--- config.mk ---
export PLATFORM = sky130hd
export DESIGN_NAME = dj8_bus_arbiter
export DESIGN_NICKNAME = d
export VERILOG_FILES = /design/src/rtl/dj8_bus_arbiter.sv
export SDC_FILE = /design/constraint.sdc
export NUM_CORES = 1
export LEC_CHECK = 0
export BUFFER_PORTS_ARGS = -buffer_cell sky130_fd_sc_hd__clkbuf_2
export CAP_MARGIN = 20
export CORE_MARGIN = 1.5
export CORE_UTILIZATION = 25
export CTS_CLUSTER_SIZE = 14
export DETAILED_ROUTE_END_ITERATION = 7
export GPL_TIMING_DRIVEN = 0
export SETUP_SLACK_MARGIN = 0.2
export SYNTH_ARGS = -nofsm -noshare
export SYNTH_HDL_FRONTEND = slang
export SYNTH_SLANG_ARGS = --single-unit
export TNS_END_PERCENT = 10
--- constraint.sdc ---
create_clock -name clk -period 1.6 [get_ports clk]
set_input_delay 0.24 -clock clk [delete_from_list [all_inputs] [get_ports clk]]
set_output_delay 0.24 -clock clk [all_outputs]
set_load 0.03 [all_outputs]
--- src/rtl/dj8_bus_arbiter.sv ---
// dj8_bus_arbiter
//   Shares the DJ8 memory bus between the CPU and one secondary master (DMA or program
//   loader). The arbiter owns the memory-side address/data/write-strobe mux, pauses the
//   CPU through a registered clock enable and sequences DMA read and write beats.
//
//   Optional feature (compile-time macro DJ8_ARB_GUARD_EN): after each release the CPU is
//   guaranteed MIN_CPU_CYC cycles of bus ownership before the next grant.
//
// Parameters
//   MAX_BURST    max DMA beats per grant, then the grant is forcibly released
//   MIN_CPU_CYC  CPU cycles guaranteed between grants (DJ8_ARB_GUARD_EN only)
//
// Ports
//   clk, reset       clock; asynchronous active-high reset
//   cpu_addr/dout    CPU address and write data
//   cpu_we_n         CPU write enable (active low)
//   cpu_write_cycle  CPU is in a write execute/writeback cycle
//   cpu_din          CPU read data (= mem_rdata, combinational)
//   cpu_clk_en       registered CPU clock enable
//   dma_req/gnt      bus request / registered grant
//   dma_valid/wr     beat request (sampled in DMA idle only) and its direction
//   dma_addr/wdata   beat address and write data
//   dma_ready        one-cycle beat-complete pulse
//   dma_rdata        registered read data, valid with dma_ready on a read beat
//   mem_addr/wdata   memory address and write data
//   mem_we_n         memory write strobe (active low)
//   mem_rdata        memory read data (combinational from mem_addr)
module dj8_bus_arbiter #(
  parameter int unsigned MAX_BURST   = 16,
  parameter int unsigned MIN_CPU_CYC = 8
) (
  input  logic        clk,
  input  logic        reset,
  input  logic [15:0] cpu_addr,
  input  logic [7:0]  cpu_dout,
  input  logic        cpu_we_n,
  input  logic        cpu_write_cycle,
  output logic [7:0]  cpu_din,
  output logic        cpu_clk_en,
  input  logic        dma_req,
  output logic        dma_gnt,
  input  logic        dma_valid,
  input  logic        dma_wr,
  input  logic [15:0] dma_addr,
  input  logic [7:0]  dma_wdata,
  output logic        dma_ready,
  output logic [7:0]  dma_rdata,
  output logic [15:0] mem_addr,
  output logic [7:0]  mem_wdata,
  output logic        mem_we_n,
  input  logic [7:0]  mem_rdata
);

  localparam int unsigned CntW = $clog2(MAX_BURST + 1);

  typedef enum logic [2:0] {
    StCpu,
    StPause,
    StDmaIdle,
    StRead,
    StSetup,
    StStrobe,
    StHold,
    StRelease
  } state_e;

  state_e            state_q, state_d;
  logic              clk_en_q, clk_en_d;
  logic              gnt_q, gnt_d;
  logic              ready_q, ready_d;
  logic [7:0]        rdata_q, rdata_d;
  logic [CntW-1:0]   cnt_q, cnt_d;
  logic [15:0]       addr_q, addr_d;
  logic [7:0]        wdata_q, wdata_d;
  logic              strobe_q, strobe_d;
  logic              guard_ok;
  logic              cpu_bus;

`ifdef DJ8_ARB_GUARD_EN
  // +2 keeps the width at least 1 even for MIN_CPU_CYC = 0.
  localparam int unsigned GuardW = $clog2(MIN_CPU_CYC + 2);

  logic [GuardW-1:0] guard_q, guard_d;

  always_comb begin
    guard_d = guard_q;
    if (state_q == StRelease) begin
      guard_d = GuardW'(MIN_CPU_CYC);
    end else if ((state_q == StCpu) && (guard_q != '0)) begin
      guard_d = guard_q - GuardW'(1);
    end
  end

  always_ff @(posedge clk or posedge reset) begin
    if (reset) begin
      guard_q <= '0;
    end else begin
      guard_q <= guard_d;
    end
  end

  assign guard_ok = (guard_q == '0);
`else
  assign guard_ok = 1'b1;
`endif

  always_comb begin
    state_d  = state_q;
    clk_en_d = clk_en_q;
    gnt_d    = gnt_q;
    ready_d  = 1'b0;
    rdata_d  = rdata_q;
    cnt_d    = cnt_q;
    addr_d   = addr_q;
    wdata_d  = wdata_q;
    unique case (state_q)
      StCpu: begin
        // Only pause on a non-write cycle so a CPU write is never split.
        if (dma_req && !cpu_write_cycle && cpu_we_n && guard_ok) begin
          state_d  = StPause;
          clk_en_d = 1'b0;
        end
      end
      StPause: begin
        // The CPU took one more edge; if that moved it into a write, hand the bus back.
        if (cpu_write_cycle || !cpu_we_n) begin
          state_d  = StCpu;
          clk_en_d = 1'b1;
        end else begin
          state_d = StDmaIdle;
          gnt_d   = 1'b1;
        end
      end
      StDmaIdle: begin
        if (!dma_req || (cnt_q == CntW'(MAX_BURST))) begin
          state_d = StRelease;
          gnt_d   = 1'b0;
        end else if (dma_valid) begin
          addr_d  = dma_addr;
          wdata_d = dma_wdata;
          cnt_d   = cnt_q + CntW'(1);
          state_d = dma_wr ? StSetup : StRead;
        end
      end
      StRead: begin
        rdata_d = mem_rdata;
        ready_d = 1'b1;
        state_d = StDmaIdle;
      end
      StSetup: begin
        state_d = StStrobe;
      end
      StStrobe: begin
        // Ready is registered, so raising it here makes it visible during HOLD.
        ready_d = 1'b1;
        state_d = StHold;
      end
      StHold: begin
        state_d = StDmaIdle;
      end
      StRelease: begin
        cnt_d    = '0;
        clk_en_d = 1'b1;
        state_d  = StCpu;
      end
      default: begin
        state_d = StCpu;
      end
    endcase
    // Registered strobe: low only for the single STROBE cycle.
    strobe_d = (state_d != StStrobe);
  end

  always_ff @(posedge clk or posedge reset) begin
    if (reset) begin
      state_q  <= StCpu;
      clk_en_q <= 1'b1;
      gnt_q    <= 1'b0;
      ready_q  <= 1'b0;
      rdata_q  <= '0;
      cnt_q    <= '0;
      addr_q   <= '0;
      wdata_q  <= '0;
      strobe_q <= 1'b1;
    end else begin
      state_q  <= state_d;
      clk_en_q <= clk_en_d;
      gnt_q    <= gnt_d;
      ready_q  <= ready_d;
      rdata_q  <= rdata_d;
      cnt_q    <= cnt_d;
      addr_q   <= addr_d;
      wdata_q  <= wdata_d;
      strobe_q <= strobe_d;
    end
  end

  assign cpu_bus = (state_q == StCpu) || (state_q == StPause);

  always_comb begin
    mem_addr  = addr_q;
    mem_wdata = wdata_q;
    mem_we_n  = strobe_q;
    if (cpu_bus) begin
      mem_addr  = cpu_addr;
      mem_wdata = cpu_dout;
      mem_we_n  = cpu_we_n;
    end
  end

  assign cpu_din    = mem_rdata;
  assign cpu_clk_en = clk_en_q;
  assign dma_gnt    = gnt_q;
  assign dma_ready  = ready_q;
  assign dma_rdata  = rdata_q;

endmodule
-- Word level (Yosys, flattened, before mapping)
Cells that the tools add are included.
- output and inout bits: 44
- logic and storage cells: 63
- input bits: 63
- bits in registers: 44
- add/sub/neg operators: 1
- mux-type cells: 19
- equal/unequal tests: 15
- bitwise logic cells: 1
- reduce and logical (&&, ||, !) cells: 18
- operators with widths (kind ; number):
    case mux 3 bit (7 select lines) ; 1
    2-to-1 mux 16 bit ; 1
    == test 3 bit, second input constant ; 4
    2-to-1 mux 3 bit ; 4
    inequality test 2 bit, second input constant ; 6
    AND reduction 3 bit ; 4
    2-to-1 mux 5 bit ; 2
    case mux 5 bit (2 select lines) ; 1
    2-to-1 mux 8 bit ; 1
    == test 3 x 2 -> 1 bit, second input constant ; 2
    2-to-1 mux 1 bit ; 6
    adder 5 x 1 -> 5 bit, second input constant ; 1
    == test 5 bit, second input constant ; 1
    nonzero test 2 bit ; 2
    OR reduction 2 bit ; 2
    == test 3 x 1 -> 1 bit, second input constant ; 1
    zero test 1 bit ; 3
    zero test 3 bit ; 1
    logical OR 1 bit ; 3
    inequality test 3 bit, second input constant ; 1
    case mux 1 bit (3 select lines) ; 1
    nonzero test 3 bit ; 1
    logical AND 1 bit ; 2
    2-to-1 mux 2 bit ; 1
    2 further kinds ; 2

-- Longest topological paths before layout
Gate-level depths: netlist (run 1).
- depth in word-level cells: 6
- depth in mapped cells: 7
- gate-level depth less buffers: 6

-- Worst setup path after synthesis (run 1)
No wires, ideal clock.
- path kind: reg-to-output
- start: reg state_q[1]
- end: out mem_addr[0]
- arrival: 1.384 ns
- path buffers: 2
- cell stages (with the launch flop): 5
- path slack: -0.024 ns
- data required time: 1.360 ns
- cell sequence: dfrtp_1 > buf_4 > nor2_4 > buf_2 > mux2_2
- longest elaborated chain between the ends: 3
- elaborated cells on any way between the ends: 4
- those cells by class: 1 x eq/ne; 1 x mux; 2 x reduce/logical
- RTL lines (element ; line ; RTL):
    start: declaration ; 67 ; state_e state_q, state_d;
    start signal: assignment ; 176 ; state_q <= StCpu;
    start signal: assignment ; 186 ; state_q <= state_d;
    == test 3 x 1 -> 1 bit / zero test 3 bit (equally long branches) ; 198 ; assign cpu_bus = (state_q == StCpu) || (state_q == StPause);
    logical OR 1 bit (*) ; 198 ;
    2-to-1 mux 16 bit (*) ; 204 ; if (cpu_bus) begin
    end: declaration ; 48 ; output logic [15:0] mem_addr,
Every way passes the cells marked *; elsewhere a longest branch is shown, timed or not.

-- Final worst setup path (run 1)
- start: reg state_q[2]
- end: out mem_addr[12]
Same word-level chain as after synthesis.

==> flow_summary.json, run 1 <==
{
  "period_needed_ps": 1916,
  "rows": 34,
  "clock-root-buffer": "clkbuf_8",
  "async_flop_share_pct": 100.0,
  "clk_pin_slew_ps": 90,
  "p_sw_mw": 3.122,
  "critPathKind": "flop to primary output",
  "final_antenna_net_count": 0,
  "p_sw_share_pct": 38.58,
  "syn_inst": 170,
  "reg2reg_to": "dma_rdata[2]$_DFFE_PP0N_",
  "wl_per_cell_um": 13.81,
  "critical_path_required_ps": 1360,
  "dp_cells": 385,
  "io_pins": 107,
  "grt_max_degree": 34,
  "fmax_ghz": 0.5220,
  "postPlaceCellArea_um2": 3064,
  "syn_nets": 235,
  "grt_first_pass_wirelength_um": 9218,
  "area_growth_pct": 57.42,
  "hold_depth": 2,
  "p_leak_nw": 1.857,
  "p_seq_share_pct": 24.1,
  "final_cell_mix": "clkbuf_2 (81), mux2_4 (49), dfrtp_1 (42)",
  "ys_ff_latch": 44,
  "drv_slew": 0,
  "hp-start": "dma_wdata[3]",
  "r2r_setup_slack_ps": -180,
  "dieArea_um2": 9753,
  "fin_crit_sh_pct": 119.7,
  "grt_usage_pct": 12.02,
  "initial_utilization_pct": 26.03,
  "mappedNetlistArea_um2": 2292,
  "min_to": "wdata_q[3]$_DFFE_PP0P_",
  "dp_hpwl_um": 3901,
  "synth-edff-count": 0,
  "yosys.area.top_type": "dfrtp_1",
  "hp-class": "primary input to flop",
  "core_um2": 8806,
  "synth_warnings": 0,
  "clk_latency_ps": 300,
  "vias": 1780,
  "drive_gt1_share_pct": 69.80,
  "start_kind": "flop",
  "antenna_found_initial": 0,
  "die_h_um": 98.76,
  "p_per_area_nw_per_um2": 2242,
  "synth_area_leaders": "dfrtp_1 (46%), mux2_2 (16%), mux2_4 (16%)",
  "seq_area_frac_synth_pct": 48.14,
  "gp_congestion": 0.7360,
  "die_w_um": 98.76,
  "maxCapViolCount": 0,
  "design_area_um2": 3608,
  "p_int_mw": 4.969,
  "total_power_mw": 8.091,
  "critPathCaptureType": "primary output",
  "clock_power_share_pct": 8.7,
  "finalHoldViolCount": 0,
  "nNetsFinal": 362,
  "fillers": 832,
  "layout_setup_ws_ps": -315.8,
  "first_iter_violations": 53,
  "grt_pass1_vias": 1842,
  "rsz0062_at_grt": "true",
  "first_pass_iters": 6,
  "clock_path_buffers": 2,
  "final_cells": 406,
  "reg2reg_depth": 5,
  "ir_drop_uv": 900.6,
  "cts_buffers": 5,
  "gr-total-overflow": 0,
  "max_slew.worst_pin.slew_ps": 522.9,
  "setup_viol": 57,
  "drc": 12,
  "status": "finished, violations left",
  "arrival_ps": 1680,
  "final_common_cell": "clkbuf_2",
  "cts_tree": "yes",
  "port_buffers": 106,
  "synth.distinct_cells": 35,
  "via_per_inst": 4.384,
  "relSlewSlack_pct": 65.03,
  "wirelength_um": 5607,
  "ys.flop_type": "dfrtp_1",
  "htree_levels": 2,
  "antenna_cells": 0,
  "worstReg2RegStart": "state_q[2]$_DFF_PP0_",
  "cp_max_fo": 8,
  "cts_sinks": 44,
  "power_frac_comb_pct": 67.2,
  "avgSynthCellArea_um2": 13.48,
  "synth_top_area_share_pct": 45.85,
  "skew_ps": 12.17,
  "violations": "DRC, setup timing"
}
==> synth_stat cells, types with 2 or more instances <==
library cell,n
a21oi_1,5
buf_2,3
buf_4,9
buf_6,3
dfrtp_1,42
dfstp_2,2
ha_1,2
inv_1,4
mux2_2,33
mux2_4,24
nand2_1,3
nand2b_1,2
nand3_1,6
nor2_1,6
nor2b_1,2
o21ai_0,2
o21bai_1,2
o31ai_1,2
xor2_1,2
==> through the flow <==
| step | hold WS [ps] | util [%] | setup TNS [ps] | worst slack, ps |
|---|---|---|---|---|
| final | 158.9 | 40.98 | -9946 | -315.8 |
| after floorplan | 388.5 | - | 0 | 79.08 |
| after detailed placement | 184.5 | 34.80 | -7261 | -291.8 |
| after CTS | 145.8 | 40.08 | -10580 | -338.1 |
| after global placement | 472.4 | 34.57 | -19820 | -337.4 |
| after global routing | 146.5 | 40.98 | -14490 | -382.8 |
==> area by class of cell <==
class                      instances  area, µm²  area share (%)
timing repair buffer             120      943.4           26.14
sequential                        44       1104           30.58
inverter                           4      15.01          0.4161
tap                              108      135.1           3.745
buffer                            16      155.1           4.300
clock inverter                     3      18.77          0.5201
clock buffer                       5      68.82           1.907
multi-input combinational        106       1169           32.39
==> power by group through the flow <==
stage,logic [mW],clock network [mW],registers (mW)
floorplan,2.88,0,2.16
global placement,3.93,0,1.95
detailed placement,3.98,0,1.96
CTS,5.09,0.743,1.96
global route,5.74,0.800,2.03
finish,5.44,0.701,1.95
==> layer usage <==
| metal | wire length (µm) | global-route usage (%) | part of all wire [%] | vias to the layer above |
|---|---|---|---|---|
| met5 | 0 | 0 | 0 | - |
| met4 | 51 | 2.967 | 0.91 | 0 |
| met2 | 2732 | 20.90 | 49 | 76 |
| met1 | 2447 | 15.03 | 44 | 846 |
| li1 | - | - | - | 853 |
| met3 | 376 | 2.837 | 6.7 | 5 |
==> worst max-delay path by stage <==
stage	slack, ps	start	endpoint	cells after the start
final	-320	state_q[2]$_DFF_PP0_	mem_addr[12]	6
after CTS	-340	state_q[1]$_DFF_PP0_	mem_addr[14]	6
after global placement	-340	reset	addr_q[1]$_DFFE_PP0P_	2
after detailed placement	-290	state_q[2]$_DFF_PP0_	mem_addr[14]	5
after global routing	-380	state_q[2]$_DFF_PP0_	mem_addr[0]	6
after floorplan	80	state_q[2]$_DFF_PP0_	mem_addr[10]	4
==> repair_timing <==
action | in CTS | in global routing
gates resized for setup | 65 | 31
endpoints found under the setup margin | 64 | 66
pin swaps | 3 | 4
cloned | 1 | 0
setup buffers | 9 | 2
hold buffers | 1 | 0
hold endpoints to repair | 9 | 0
==> cell families (layout without fill, tap and decap cells) <==
group	Yosys count	count (layout)	share of synthesized area, %
adders and majority gates	2	2	1.092
xor gates and xnor gates	2	2	0.7643
muxes	57	57	31.93
DFF	44	44	48.14
buffers and inverters	20	148	5.894
AOI/OAI and AO/OA	17	17	4.804
and+or+nand+nor	28	28	7.369
==> state kept, by name (all words and copies together) (netlist names) <==
register    flops
dma_gnt         1
wdata_q         8
strobe_q        1
dma_ready       1
addr_q         16
state_q         3
dma_rdata       8
cnt_q           5
cpu_clk_en      1
==> worst max-delay path: stages, from the launching register on <==
cell and delay, ps:
dfrtp_1 390, buf_6 130, nor2_4 140, buf_6 140, buf_12 130, mux2_4 310
buf_8 140
Power figures use the tool's default switching activity.
==> run 2, diff against run 1 <==
--- a/config.mk
+++ b/config.mk
@@ -12,6 +12,7 @@
 export CTS_CLUSTER_SIZE = 14
 export DETAILED_ROUTE_END_ITERATION = 7
 export GPL_TIMING_DRIVEN = 0
+export PLACE_DENSITY = 0.58
 export SETUP_SLACK_MARGIN = 0.2
 export SYNTH_ARGS = -nofsm -noshare
 export SYNTH_HDL_FRONTEND = slang
==> constraint.sdc (replaced) <==
create_clock -name clk -period 1.6 [get_ports clk]
set_input_delay 0.16 -clock clk [delete_from_list [all_inputs] [get_ports clk]]
set_output_delay 0.16 -clock clk [all_outputs]
set_load 0.03 [all_outputs]
==> flow_summary.json, run 2 (synthesized netlist as in run 1, its figures left out) <==
{
  "status": "finished, violations left",
  "violations": "DRC, setup timing",
  "io_pins": 107,
  "setup_viol": 57,
  "area_growth_pct": 55.40,
  "arrival_ps": 1650,
  "maxCapViolCount": 0,
  "p_leak_nw": 1.836,
  "core_um2": 8806,
  "multi_input_area_um2": 1147,
  "nNetsFinal": 359,
  "first_pass_iters": 6,
  "setup-tns-final_ps": -6576,
  "finalHoldViolCount": 0,
  "hp-start": "dma_wdata[7]",
  "drc": 11,
  "drv_slew": 0,
  "initial_utilization_pct": 26.03,
  "port_buffers": 106,
  "final_cell_mix": "clkbuf_2 (81), mux2_4 (49), dfrtp_1 (42)",
  "antenna_cells": 0,
  "dp_worst_setup_slack_ps": -188.1,
  "fin_crit_sh_pct": 112.9,
  "drive_gt1_share_pct": 68.14,
  "startpoint": "state_q[1]$_DFF_PP0_",
  "dp_hpwl_um": 3903,
  "cts_buffers": 5,
  "dieArea_um2": 9753,
  "via_per_inst": 4.337,
  "clk_pin_slew_ps": 90,
  "hold_slack_ps": 94.97,
  "wirelength_um": 5390,
  "grt_usage_pct": 11.31,
  "top_register": "addr_q",
  "grt_pass1_vias": 1794,
  "max_slew.worst_pin.slew_ps": 507.7,
  "first_iter_violations": 48,
  "hp-class": "primary input to flop",
  "grt_first_pass_wirelength_um": 8756,
  "largest_reg_flops": 16,
  "cts_tree": "yes",
  "wl_per_cell_um": 13.37,
  "cp_top_family": "buffers and inverters",
  "slowest_delay_ps": 380,
  "antenna_found_initial": 0,
  "clock-root-buffer": "clkbuf_8",
  "critical_path_required_ps": 1440,
  "cp_max_fo": 5,
  "utilization_pct": 40.45,
  "relSlewSlack_pct": 66.05,
  "critPathKind": "flop to primary output",
  "fillers": 831,
  "clk_latency_ps": 290,
  "skew_ps": 4.601,
  "p_per_area_nw_per_um2": 2240,
  "r2r_setup_slack_ps": -90,
  "die_h_um": 98.76,
  "period_needed_ps": 1807,
  "vias": 1748,
  "total_power_mw": 7.981,
  "worstReg2RegStart": "cnt_q[0]$_DFFE_PP0P_",
  "critPathCaptureType": "primary output",
  "cpMostUsedCell": "buf_6",
  "final_common_cell": "clkbuf_2",
  "start_kind": "flop",
  "htree_levels": 2,
  "rsz0062_at_grt": "true",
  "cts_sinks": 44,
  "gr-total-overflow": 0,
  "crit_path_top_delay_cell": "dfrtp_1",
  "grt_max_degree": 31,
  "layout.area.seq_um2": 1104,
  "path_cells": "buf_6 -> nor2_4 -> buf_6 -> buf_6 -> mux2_4 -> clkbuf_8",
  "die_w_um": 98.76,
  "rows": 34,
  "fmax_ghz": 0.5534,
  "gp_congestion": 0.7948,
  "crit_buf_inv": 4,
  "layout_setup_ws_ps": -207.0,
  "final_antenna_net_count": 0,
  "ir_drop_uv": 948.8,
  "clock_path_buffers": 2
}
run 2: layout make-up:
type	instances	share of cell area [%]
well taps	108	3.793
multi-input cells	106	32.21
clock inverters	1	0.2107
flip-flops and latches	44	30.98
plain buffers	16	4.496
inverters	4	0.4215
repair buffers	117	25.47
clock buffers	7	2.424
run 2: what timing repair did:
item	4_1_cts	5_1_grt
setup buffers	8	0
endpoints found under the hold margin	14	0
hold buffers	1	0
resized for setup	65	22
pin swaps	2	4
gates cloned	1	0
endpoints found under the setup margin	63	66
run 2: report_power, final:
part           leakage [nW]  switching (mW)  internal, mW  total (mW)
combinational          1.26            2.37          2.92        5.29
clock                0.0445           0.381         0.352       0.733
sequential            0.533           0.308          1.65        1.96
run 2: stage by stage:
step | std cells | cell area [µm²]
global route | 403 | 3562
finish | 403 | 3562
detailed placement | 385 | 3064
CTS | 403 | 3530
floorplan | 170 | 2379
global placement | 384 | 3044
run 2: path summary, 6_finish.rpt:
check,end,cells after the start
min,wdata_q[7]$_DFFE_PP0P_,2
max reg2reg,addr_q[1]$_DFFE_PP0P_,6
min reg2reg,cnt_q[3]$_DFFE_PP0P_,1
max in group asynchronous,cpu_clk_en$_DFFE_PP1P_,4
max,mem_wdata[0],6
min in group asynchronous,dma_rdata[6]$_DFFE_PP0N_,3
run 2: layer usage:
metal / vias to the layer above / wire length [µm] / global-route usage [%]
met5: - / 0 / 0
met4: 0 / 8 / 1.648
met3: 2 / 354 / 2.908
met2: 73 / 2597 / 19.10
met1: 828 / 2430 / 14.96
li1: 845 / - / -
